$ cat src/rtl/spi_cnn_pkg.sv
// Shared command codes, frame lengths and FSM state encoding for the SPI CNN initiator.
package spi_cnn_pkg;

  localparam logic [1:0] CMD_LOAD_IMAGE   = 2'b00;
  localparam logic [1:0] CMD_LOAD_WEIGHTS = 2'b01;
  localparam logic [1:0] CMD_START_CNN    = 2'b10;
  localparam logic [1:0] CMD_READ_RESULT  = 2'b11;

  localparam int unsigned START_CLKS = 3;
  localparam int unsigned READ_CLKS  = 7;
  localparam int unsigned RESULT_W   = 4;

  typedef enum logic [2:0] {
    ST_IDLE,
    ST_CS_SETUP,
    ST_SCLK_HIGH,
    ST_SCLK_LOW,
    ST_FETCH,
    ST_CS_HOLD,
    ST_GAP
  } state_e;

endpackage

$ cat src/rtl/spi_sclk_timer.sv
// Loadable half-period down-counter; expire strobes once, CLK_DIV cycles after load.
module spi_sclk_timer #(
  parameter int unsigned CLK_DIV = 2
) (
  input  logic clk,
  input  logic rst,
  input  logic load,
  output logic expire
);

  localparam int unsigned W = $clog2(CLK_DIV + 1);

  logic [W-1:0] count_q, count_d;
  logic         run_q, run_d;

  always_comb begin
    count_d = count_q;
    run_d   = run_q;
    if (load) begin
      count_d = W'(CLK_DIV - 1);
      run_d   = 1'b1;
    end else if (run_q) begin
      if (count_q == '0) run_d = 1'b0;
      else               count_d = count_q - W'(1);
    end
  end

  always_ff @(posedge clk) begin
    if (rst) begin
      count_q <= '0;
      run_q   <= 1'b0;
    end else begin
      count_q <= count_d;
      run_q   <= run_d;
    end
  end

  assign expire = run_q && (count_q == '0);

endmodule

$ cat src/rtl/spi_cnn_master.sv
// SPI mode-0 initiator framing CNN accelerator commands; optional abort via SPI_CNN_MASTER_ABORT_EN.
module spi_cnn_master
  import spi_cnn_pkg::*;
#(
  parameter int unsigned CLK_DIV       = 2,
  parameter int unsigned DATAWIDTH_BUS = 8,
  parameter int unsigned N_ROWS        = 8,
  parameter int unsigned N_WEIGHTS     = 8,
  parameter int unsigned CS_GAP        = 2
) (
  input  logic                     i_CLOCK,
  input  logic                     i_RESET,
  input  logic                     i_start,
  input  logic [1:0]               i_cmd,
  input  logic [DATAWIDTH_BUS-1:0] i_tx_data,
  input  logic                     i_tx_valid,
  output logic                     o_tx_ready,
  output logic                     o_SPI_Clk,
  output logic                     o_SPI_CS_n,
  output logic                     o_SPI_MOSI,
  input  logic                     i_SPI_MISO,
`ifdef SPI_CNN_MASTER_ABORT_EN
  input  logic                     i_abort,
  output logic                     o_aborted,
`endif
  output logic                     o_busy,
  output logic [RESULT_W-1:0]      o_result,
  output logic                     o_result_valid,
  output logic                     o_done
);

  localparam int unsigned MAXN = (N_ROWS > N_WEIGHTS) ? N_ROWS : N_WEIGHTS;
  localparam int unsigned EW   = $clog2(2 + DATAWIDTH_BUS * MAXN + 1);
  localparam int unsigned BW   = $clog2(DATAWIDTH_BUS);
  localparam int unsigned GW   = $clog2(CS_GAP + 1);

  state_e                     state_q, state_d;
  logic [1:0]                 cmd_q, cmd_d;
  logic [DATAWIDTH_BUS-1:0]   shift_q, shift_d;
  logic [BW-1:0]              bit_cnt_q, bit_cnt_d;
  logic [EW-1:0]              edge_q, edge_d;
  logic [RESULT_W-1:0]        res_sh_q, res_sh_d, result_q, result_d;
  logic [GW-1:0]              gap_q, gap_d;
  logic sclk_q, sclk_d, cs_n_q, cs_n_d, mosi_q, mosi_d, busy_q, busy_d;
  logic ready_q, ready_d, rv_q, rv_d, done_q, done_d;
  logic [EW-1:0]              total;
  logic                       tmr_load, tmr_expire, abort_now;

  spi_sclk_timer #(.CLK_DIV(CLK_DIV)) u_timer (
    .clk    (i_CLOCK),
    .rst    (i_RESET),
    .load   (tmr_load),
    .expire (tmr_expire)
  );

`ifdef SPI_CNN_MASTER_ABORT_EN
  logic abort_q, abort_d, aborted_q, aborted_d;
  assign abort_now = abort_q | i_abort;
  assign abort_d   = (state_q inside {ST_CS_SETUP, ST_SCLK_HIGH, ST_SCLK_LOW, ST_FETCH}) ? abort_now :
                     (state_q == ST_CS_HOLD) ? abort_q : 1'b0;
  assign aborted_d = (state_q == ST_CS_HOLD) && tmr_expire && abort_q;
  always_ff @(posedge i_CLOCK) begin
    if (i_RESET) begin
      abort_q   <= 1'b0;
      aborted_q <= 1'b0;
    end else begin
      abort_q   <= abort_d;
      aborted_q <= aborted_d;
    end
  end
  assign o_aborted = aborted_q;
`else
  assign abort_now = 1'b0;
`endif

  always_comb begin
    case (cmd_q)
      CMD_LOAD_IMAGE:   total = EW'(2 + DATAWIDTH_BUS * N_ROWS);
      CMD_LOAD_WEIGHTS: total = EW'(2 + DATAWIDTH_BUS * N_WEIGHTS);
      CMD_START_CNN:    total = EW'(START_CLKS);
      default:          total = EW'(READ_CLKS);
    endcase
  end

  always_comb begin
    state_d   = state_q;   cmd_d    = cmd_q;    shift_d  = shift_q;
    bit_cnt_d = bit_cnt_q; edge_d   = edge_q;   res_sh_d = res_sh_q;
    result_d  = result_q;  gap_d    = gap_q;    sclk_d   = sclk_q;
    cs_n_d    = cs_n_q;    mosi_d   = mosi_q;   busy_d   = busy_q;
    ready_d   = ready_q;   rv_d     = 1'b0;     done_d   = 1'b0;
    tmr_load  = 1'b0;
    case (state_q)
      ST_IDLE: if (i_start) begin
        state_d   = ST_CS_SETUP;
        cmd_d     = i_cmd;
        cs_n_d    = 1'b0;
        busy_d    = 1'b1;
        mosi_d    = i_cmd[1];
        edge_d    = '0;
        bit_cnt_d = '0;
        shift_d   = '0;
        res_sh_d  = '0;
        tmr_load  = 1'b1;
      end
      ST_CS_SETUP, ST_SCLK_LOW: begin
        if (abort_now) begin
          state_d  = ST_CS_HOLD;
          tmr_load = 1'b1;
        end else if (tmr_expire) begin
          state_d  = ST_SCLK_HIGH;
          sclk_d   = 1'b1;
          edge_d   = edge_q + EW'(1);
          tmr_load = 1'b1;
          // edge_q is the count before this rise, so 3..6 selects rising edges 4..7
          if (cmd_q == CMD_READ_RESULT && edge_q >= EW'(READ_CLKS - RESULT_W) && edge_q < EW'(READ_CLKS))
            res_sh_d = {res_sh_q[RESULT_W-2:0], i_SPI_MISO};
        end
      end
      ST_SCLK_HIGH: begin
        if (abort_now) begin
          state_d  = ST_SCLK_LOW;
          sclk_d   = 1'b0;
          tmr_load = 1'b1;
        end else if (tmr_expire) begin
          sclk_d = 1'b0;
          if (edge_q == total) begin
            state_d  = ST_CS_HOLD;
            tmr_load = 1'b1;
            if (cmd_q == CMD_READ_RESULT) begin
              result_d = res_sh_q;
              rv_d     = 1'b1;
            end
          end else if (!cmd_q[1] && edge_q != EW'(1) && bit_cnt_q == '0) begin
            state_d = ST_FETCH;
            ready_d = 1'b1;
          end else begin
            state_d  = ST_SCLK_LOW;
            tmr_load = 1'b1;
            if (edge_q == EW'(1)) begin
              mosi_d = cmd_q[0];
            end else begin
              mosi_d  = shift_q[DATAWIDTH_BUS-1];
              shift_d = shift_q << 1;
              if (bit_cnt_q != '0) bit_cnt_d = bit_cnt_q - BW'(1);
            end
          end
        end
      end
      ST_FETCH: begin
        if (abort_now) begin
          state_d  = ST_CS_HOLD;
          ready_d  = 1'b0;
          tmr_load = 1'b1;
        end else if (i_tx_valid) begin
          state_d   = ST_SCLK_LOW;
          ready_d   = 1'b0;
          mosi_d    = i_tx_data[DATAWIDTH_BUS-1];
          shift_d   = {i_tx_data[DATAWIDTH_BUS-2:0], 1'b0};
          bit_cnt_d = BW'(DATAWIDTH_BUS - 1);
          tmr_load  = 1'b1;
        end
      end
      ST_CS_HOLD: if (tmr_expire) begin
        state_d = ST_GAP;
        cs_n_d  = 1'b1;
        mosi_d  = 1'b0;
        done_d  = 1'b1;
        gap_d   = GW'(CS_GAP - 1);
      end
      ST_GAP: begin
        if (gap_q == '0) begin
          state_d = ST_IDLE;
          busy_d  = 1'b0;
        end else begin
          gap_d = gap_q - GW'(1);
        end
      end
      default: state_d = ST_IDLE;
    endcase
  end

  always_ff @(posedge i_CLOCK) begin
    if (i_RESET) begin
      state_q <= ST_IDLE;  cmd_q    <= '0;  shift_q  <= '0;  bit_cnt_q <= '0;
      edge_q  <= '0;       res_sh_q <= '0;  result_q <= '0;  gap_q     <= '0;
      sclk_q  <= 1'b0;     cs_n_q   <= 1'b1; mosi_q  <= 1'b0; busy_q    <= 1'b0;
      ready_q <= 1'b0;     rv_q     <= 1'b0; done_q  <= 1'b0;
    end else begin
      state_q <= state_d;  cmd_q    <= cmd_d;    shift_q  <= shift_d;  bit_cnt_q <= bit_cnt_d;
      edge_q  <= edge_d;   res_sh_q <= res_sh_d; result_q <= result_d; gap_q     <= gap_d;
      sclk_q  <= sclk_d;   cs_n_q   <= cs_n_d;   mosi_q   <= mosi_d;   busy_q    <= busy_d;
      ready_q <= ready_d;  rv_q     <= rv_d;     done_q   <= done_d;
    end
  end

  assign o_SPI_Clk      = sclk_q;
  assign o_SPI_CS_n     = cs_n_q;
  assign o_SPI_MOSI     = mosi_q;
  assign o_busy         = busy_q;
  assign o_tx_ready     = ready_q;
  assign o_result       = result_q;
  assign o_result_valid = rv_q;
  assign o_done         = done_q;

endmodule

$ cat config.mk
export PLATFORM = sky130hd
export DESIGN_NAME = spi_cnn_master
export DESIGN_NICKNAME = d
export VERILOG_FILES = /design/src/rtl/spi_cnn_pkg.sv /design/src/rtl/spi_sclk_timer.sv /design/src/rtl/spi_cnn_master.sv
export SDC_FILE = /design/constraint.sdc
export NUM_CORES = 1
export LEC_CHECK = 0
export ABC_AREA = 1
export CAP_MARGIN = 20
export CELL_PAD_IN_SITES_DETAIL_PLACEMENT = 0
export CELL_PAD_IN_SITES_GLOBAL_PLACEMENT = 1
export CORE_ASPECT_RATIO = 1.5
export CORE_MARGIN = 4
export CORE_UTILIZATION = 42
export CTS_BUF_LIST = sky130_fd_sc_hd__clkbuf_16
export DETAILED_ROUTE_END_ITERATION = 16
export PLACE_DENSITY = 0.88
export SETUP_SLACK_MARGIN = 0.5
export SLEW_MARGIN = 20
export SYNTH_ARGS = -nofsm -noshare
export SYNTH_HDL_FRONTEND = slang
export SYNTH_SLANG_ARGS = --single-unit
$ cat constraint.sdc
create_clock -name i_CLOCK -period 2.2 [get_ports i_CLOCK]
set_input_delay 0.55 -clock i_CLOCK [delete_from_list [all_inputs] [get_ports i_CLOCK]]
set_output_delay 0.55 -clock i_CLOCK [all_outputs]
set_load 0.02 [all_outputs]
## After elaboration in Yosys (flattened, before gate mapping)

Cells that the tools add are included.
Widths: inputs -> output; s select.

- Eq/ne operators: 26
- Bitwise gates (word level): 5
- Reduce and logical (&&, ||, !) cells: 41
- $lt $le $gt $ge: 2
- Mux-type cells: 69
- Add/sub/neg operators: 4

Operator list:

| kind | number |
|---|---|
| $mux 8 | 6 |
| $mux 3 | 15 |
| $mux 1 | 28 |
| $ne 2x2->1 const B | 14 |
| $pmux 7 s2 | 2 |
| $pmux 8 s3 | 1 |
| $pmux 3 s6 | 1 |
| $reduce_and 3->1 | 5 |
| $mux 7 | 2 |
| $reduce_and 7->1 | 2 |
| $reduce_bool 2->1 | 7 |
| $mux 4 | 3 |
| $eq 3x3->1 const B | 3 |
| $pmux 3 s3 | 1 |
| $pmux 1 s2 | 4 |
| $pmux 1 s4 | 2 |
| $pmux 4 s2 | 1 |
| $reduce_and 4->1 | 2 |
| $reduce_and 8->1 | 1 |
| $reduce_or 2->1 | 4 |
| $add 7x1->7 const B | 1 |
| $eq 7x1->1 const B | 1 |
| $eq 7x7->1 | 1 |
| $ge 7x2->1 const B | 1 |
| 21 further kinds | 39 |

- Logic and storage cells: 165
- Bits in registers: 43
- Output and inout bits: 11
- Bits of input ports: 15

## Longest topological paths before layout

- Depth in word-level cells: 9
- Mapped depth: 12
- Gate-level depth less buffers: 12

## Hierarchy

From an unflattened synthesis, not the netlist that was laid out.

- Cells, all modules: 347
- Area, all modules: 2,269.7 µm²

By module, submodules not included:

| module | cells each | seq. area each (µm²) | times used | area each (µm²) |
|---|---|---|---|---|
| spi_cnn_master | 323 | 780.7 | 1 | 2,104.5 |
| spi_sclk_timer | 24 | 60.1 | 1 | 165.2 |

## Least setup slack after synthesis

OpenSTA, ideal clock, no wires.

- Path type: register to register
- From: register u_timer.count_q[0]
- To: register state_q[0]
- Cell stages (with the launch flop): 11
- Path buffers: 0
- Period minus slack after synthesis: 1.479 ns
- Arrival: 1.352 ns
- Setup slack: 0.721 ns
- Required time: 2.072 ns
- Setup time: 0.128 ns
- Cell sequence: dfxtp_1 > inv_1 > ha_1 > nand2_1 > inv_1 > o21ai_0 > nor2_1 > nand2_1 > inv_1 > a21oi_1 > nor2_1

- Cells in the longest elaborated chain, start to end: 4
- Elaborated cells between the ends (all ways): 6
- Those cells by class: eq/ne (3); reduce/logical (3)

RTL lines:

| what | RTL line | text |
|---|---|---|
| start, declared | spi_sclk_timer.sv:13 | `logic [W-1:0] count_q, count_d;` |
| start signal, assigned | spi_sclk_timer.sv:33 | `count_q <= count_d;` |
| $logic_not 2->1 (*) | spi_sclk_timer.sv:38 | `assign expire = run_q && (count_q == '0);` |
| $logic_and 1x1->1 (*) | spi_sclk_timer.sv:38 |  |
| $ne 2x2->1 (no source line) | - |  |
| $reduce_and 6->1 (no source line) (*) | - |  |
| end signal, assigned | spi_cnn_master.sv:189 | `state_q <= state_d; cmd_q <= cmd_d; shift_q <= shift_d; bit_cnt_q <= bit_cnt_d;` |
| end, declared | spi_cnn_master.sv:37 | `state_e state_q, state_d;` |

Mark *: on every way between the ends. The rest lies on a longest branch, timed or not.
A chain may end at the register's enable or synchronous reset.

## Worst setup path in the final report

- From: register state_q[1]
- To: register state_q[2]

- Cells in the longest elaborated chain, start to end: 4
- Elaborated cells between the ends (all ways): 16
- Those cells by class: eq/ne (12); mux (1); reduce/logical (3)

RTL lines:

| what | RTL line | text |
|---|---|---|
| $eq 3x1->1 / $eq 3x2->1 (equally long branches) | spi_cnn_master.sv:92 | `case (state_q)` |
| $reduce_or 2->1 | spi_cnn_master.sv:92 |  |
| $ne 2x2->1 (no source line) | - |  |
| $reduce_and 6->1 (no source line) | - |  |

Several ways; a longest one is shown, not always the timed one.

==> qor.txt <==
Met2 usage -> 28.5%
Drt total wl -> 5230 um
Clk_lat worst skew -> 290 ps
Met1 usage -> 19.1%
Post-synthesis cell count -> 337
Initial antenna violation count -> 0
Top delay family on crit path -> simple AND/OR/NAND/NOR gates
Area of the multi-input gates -> 1290 sq um
Initial Utilization -> 43.4%
Final worst path period need -> 1610 ps
Avg Vias per Cell -> 4.83
First-pass GRT wire length -> 8590 um
Hold_sp -> o_tx_ready
Met3 GRT Util -> 3.36%
Hold path cells -> 2
Max-slew headroom -> 75.4%
CP max FO -> 7
Root Driver -> clkbuf_16
H-tree depth -> 2
Mapped Nets -> 358
Avg WL per Cell -> 11.8 um
Asr flop ratio synth -> 0%
RR Startpoint -> state_q[1]
Final RePlAce weighted congestion -> 0.847
Area Growth Syn to Fin -> 28.7%
Diode count -> 0
Synth Cell Area -> 2240 sq um
Seq cells post-synth -> 42
Yosys top cell area share -> 37.5%
FMAX -> 0.620 GHz
Hold Crit Class -> flop to flop
Vias -> 2145
Status -> finished clean
First DRT Iteration DRCs -> 102
Core Box Area -> 5160 sq um
Detailed-route DRC error count -> 0
Share of layout cells above drive strength 1 -> 15.2%
Filler cells -> 502
Die Span Y -> 97.5 um
Int Pwr -> 2.02 mW
Distinct cells, synth -> 29
Antenna viol nets, final -> 0
CP max stage delay -> 360 ps
I/O pins -> 26
RSZ-0062 raised after global routing -> true
Reg2reg end -> state_q[2]
Net Switching -> 1.57 mW
Register area -> 845 sq um
Nets -> 396
CTS clock-pin slew for the worst setup and hold paths -> 70 ps
Total track usage -> 16.6%
Top cell type by total area after synthesis -> dfxtp_1
R2r worst-path depth -> 11
Clk sink count -> 42
Clock skew -> 6.88 ps
Sw Ratio -> 43.8%
CP Class -> flop to flop
Total power -> 3.60 mW
Hold Vio Cnt, Final -> 0
Setup tns final -> 0 ps
Total grt overflow -> 0
Worst endpoint required time -> 2380 ps
Crit path depth -> 11
Seq/Total Area, Yosys -> 37.5%
Full die area -> 6600 sq um
Most common cell in the netlist -> nand2_1
GRT Max-Usage Layer -> met2
Ys flop type -> dfxtp_1
Clock Tree Buf Depth -> 2
DPL Wire Length -> 3830 um
Max Cap Violations -> 0
Slowest-stage cell, CP -> dfxtp_1
Comb pwr share -> 49.7%
Clock power frac -> 20.8%
Synth warn -> 0
Hold-critical path endpoint -> o_tx_ready
# port buffers -> 25
Setup violations, final -> 0
Drt pass-1 iters -> 4
Pin count of the biggest net entering global routing -> 16
Cells along the critical path -> inv_2, nor2_4, buf_4, nand3_2, nand2_2, nor2_4, buf_4, nand2_1, inv_2, o21ai_0, nor2_1
Maximum vdd drop -> 0.558 mV
Share of power burned in registers -> 29.5%
CTS Buf Count -> 5
Critical path launch point type -> flop
Pins Over Slew Limit -> 0
CTS hold repair buffers -> 0
Vias in the first global route -> 1982
Critical Path AT -> 1790 ps
FF-to-FF setup slack -> 590 ps
CP Capture Type -> flop
Pwr dens -> 1250 nW/um^2
Slew @ Worst Pin -> 369 ps
Mean Syn Cell Area -> 6.66 sq um
Static Leakage -> 1.34 nW
Final period utilization -> 73.3%
Worst path bufs/invs -> 4
Chip width -> 67.7 um
Row count -> 32
Largest cells by area after synthesis -> dfxtp_1 (37%), nand2_1 (13%), nor2_1 (9.9%)
Post-synth top cells -> nand2_1 (78), nor2_1 (59), inv_1 (43), dfxtp_1 (42), o21ai_0 (28)
Number of synthesized flops with an enable pin -> 0
CTS tree -> yes
==> cell families (layout without fill, tap and decap cells) <==
group	after synthesis	count (layout)	share of synthesized area (%)
AO/OA/AOI/OAI	51	51	12.5
XOR/XNOR	1	1	0.390
adder cells (fa/ha/maj)	6	6	3.35
buffers and inverters	55	92	9.65
flip-flops	42	42	37.5
AND/OR/NAND/NOR	182	184	36.6
==> power groups by stage <==
stage,Combinational [mW],Sequential [mW],Clock [mW]
CTS,1.59,1.05,0.769
global route,2.04,1.08,0.799
detailed placement,1.58,1.07,0
global placement,1.57,1.06,0
finish,1.79,1.06,0.748
floorplan,1.24,1.07,0
==> routing by layer <==
| metal | vias up | wire length, um | share of wire, % |
|---|---|---|---|
| met3 | 10 | 179 | 3.4 |
| met1 | 948 | 2260 | 43 |
| met5 | - | 0 | 0 |
| met2 | 42 | 2670 | 51 |
| met4 | 0 | 124 | 2.4 |
| li1 | 1145 | - | - |
==> cells in the final DEF, fill, tap and decap left out <==
master / synthesis / final
a211oi_1: 2 / 2
a21oi_1: 17 / 17
a21oi_4: 1 / 1
and3_1: 1 / 1
buf_12: 0 / 1
buf_4: 0 / 10
clkbuf_16: 0 / 5
clkdlybuf4s50_1: 0 / 12
clkinvlp_4: 0 / 2
dfxtp_1: 42 / 39
dfxtp_2: 0 / 3
dlygate4sd2_1: 0 / 11
dlymetal6s2s_1: 0 / 2
ha_1: 6 / 6
inv_1: 43 / 40
inv_2: 5 / 7
inv_4: 0 / 1
inv_6: 0 / 1
nand2_1: 78 / 75
nand2_2: 3 / 6
nand2_4: 1 / 2
nand3_1: 19 / 17
nand3_2: 1 / 2
nand3_4: 0 / 1
nand4_1: 3 / 3
nand4_4: 2 / 4
nor2_1: 59 / 56
nor2_2: 3 / 2
nor2_4: 2 / 6
nor3_1: 8 / 7
nor3_2: 1 / 2
o211a_1: 2 / 2
o21ai_0: 28 / 27
o21ai_1: 1 / 1
o21ai_2: 0 / 1
xor2_1: 1 / 1
==> registers in the layout, indices dropped and copies added (netlist names) <==
signal and count:
res_sh_q 4, o_done 1, u_timer.run_q 1, o_busy 1, state_q 3, o_SPI_CS_n 1
o_result 4, gap_q 2, o_SPI_Clk 1, bit_cnt_q 3, cmd_q 2, u_timer.count_q 2
edge_q 7, o_tx_ready 1, o_SPI_MOSI 1, o_result_valid 1, shift_q 7
==> how the worst max path moves through the flow <==
stage / end / slack, ps / startpoint
CTS: o_tx_ready / 440 / state_q[0]
floorplan: state_q[0] / 720 / u_timer.count_q[0]
detailed placement: res_sh_q[1] / 210 / i_start
global placement: o_tx_ready / 210 / state_q[0]
global route: res_sh_q[3] / 460 / u_timer.count_q[0]
finish: state_q[2] / 590 / state_q[1]
==> worst min-delay path: stages (launching register included) <==
cell,delay [ps]
dfxtp_1,310
inv_1,40
a21oi_1,50
==> cell type report <==
class | count | area share [%]
clock buffers | 5 | 4.33
clock inverters | 3 | 0.824
inverters | 48 | 6.33
multi-input cells | 242 | 44.6
flip-flops and latches | 42 | 29.3
well taps | 68 | 2.95
repair buffers | 36 | 11.7
==> through the flow <==
step	cells	utilization [%]	area [sq um]	hold WS, ps	worst slack [ps]
2_1_floorplan	337	-	2240	435	721
3_3_place_gp	428	50.2	2590	440	207
3_5_place_dp	428	50.2	2590	444	209
4_1_cts	436	53.1	2750	453	439
5_1_grt	444	55.9	2890	475	459
6_report	444	55.9	2890	445	588
==> timing repair <==
| action | 4_1_cts | 5_1_grt |
|---|---|---|
| resized for setup | 15 | 24 |
| endpoints found under the setup margin | 29 | 27 |
| gates cloned | 0 | 2 |
| setup buffers | 0 | 6 |
| pin swaps | 0 | 11 |
(Power assumes the default switching activity.)
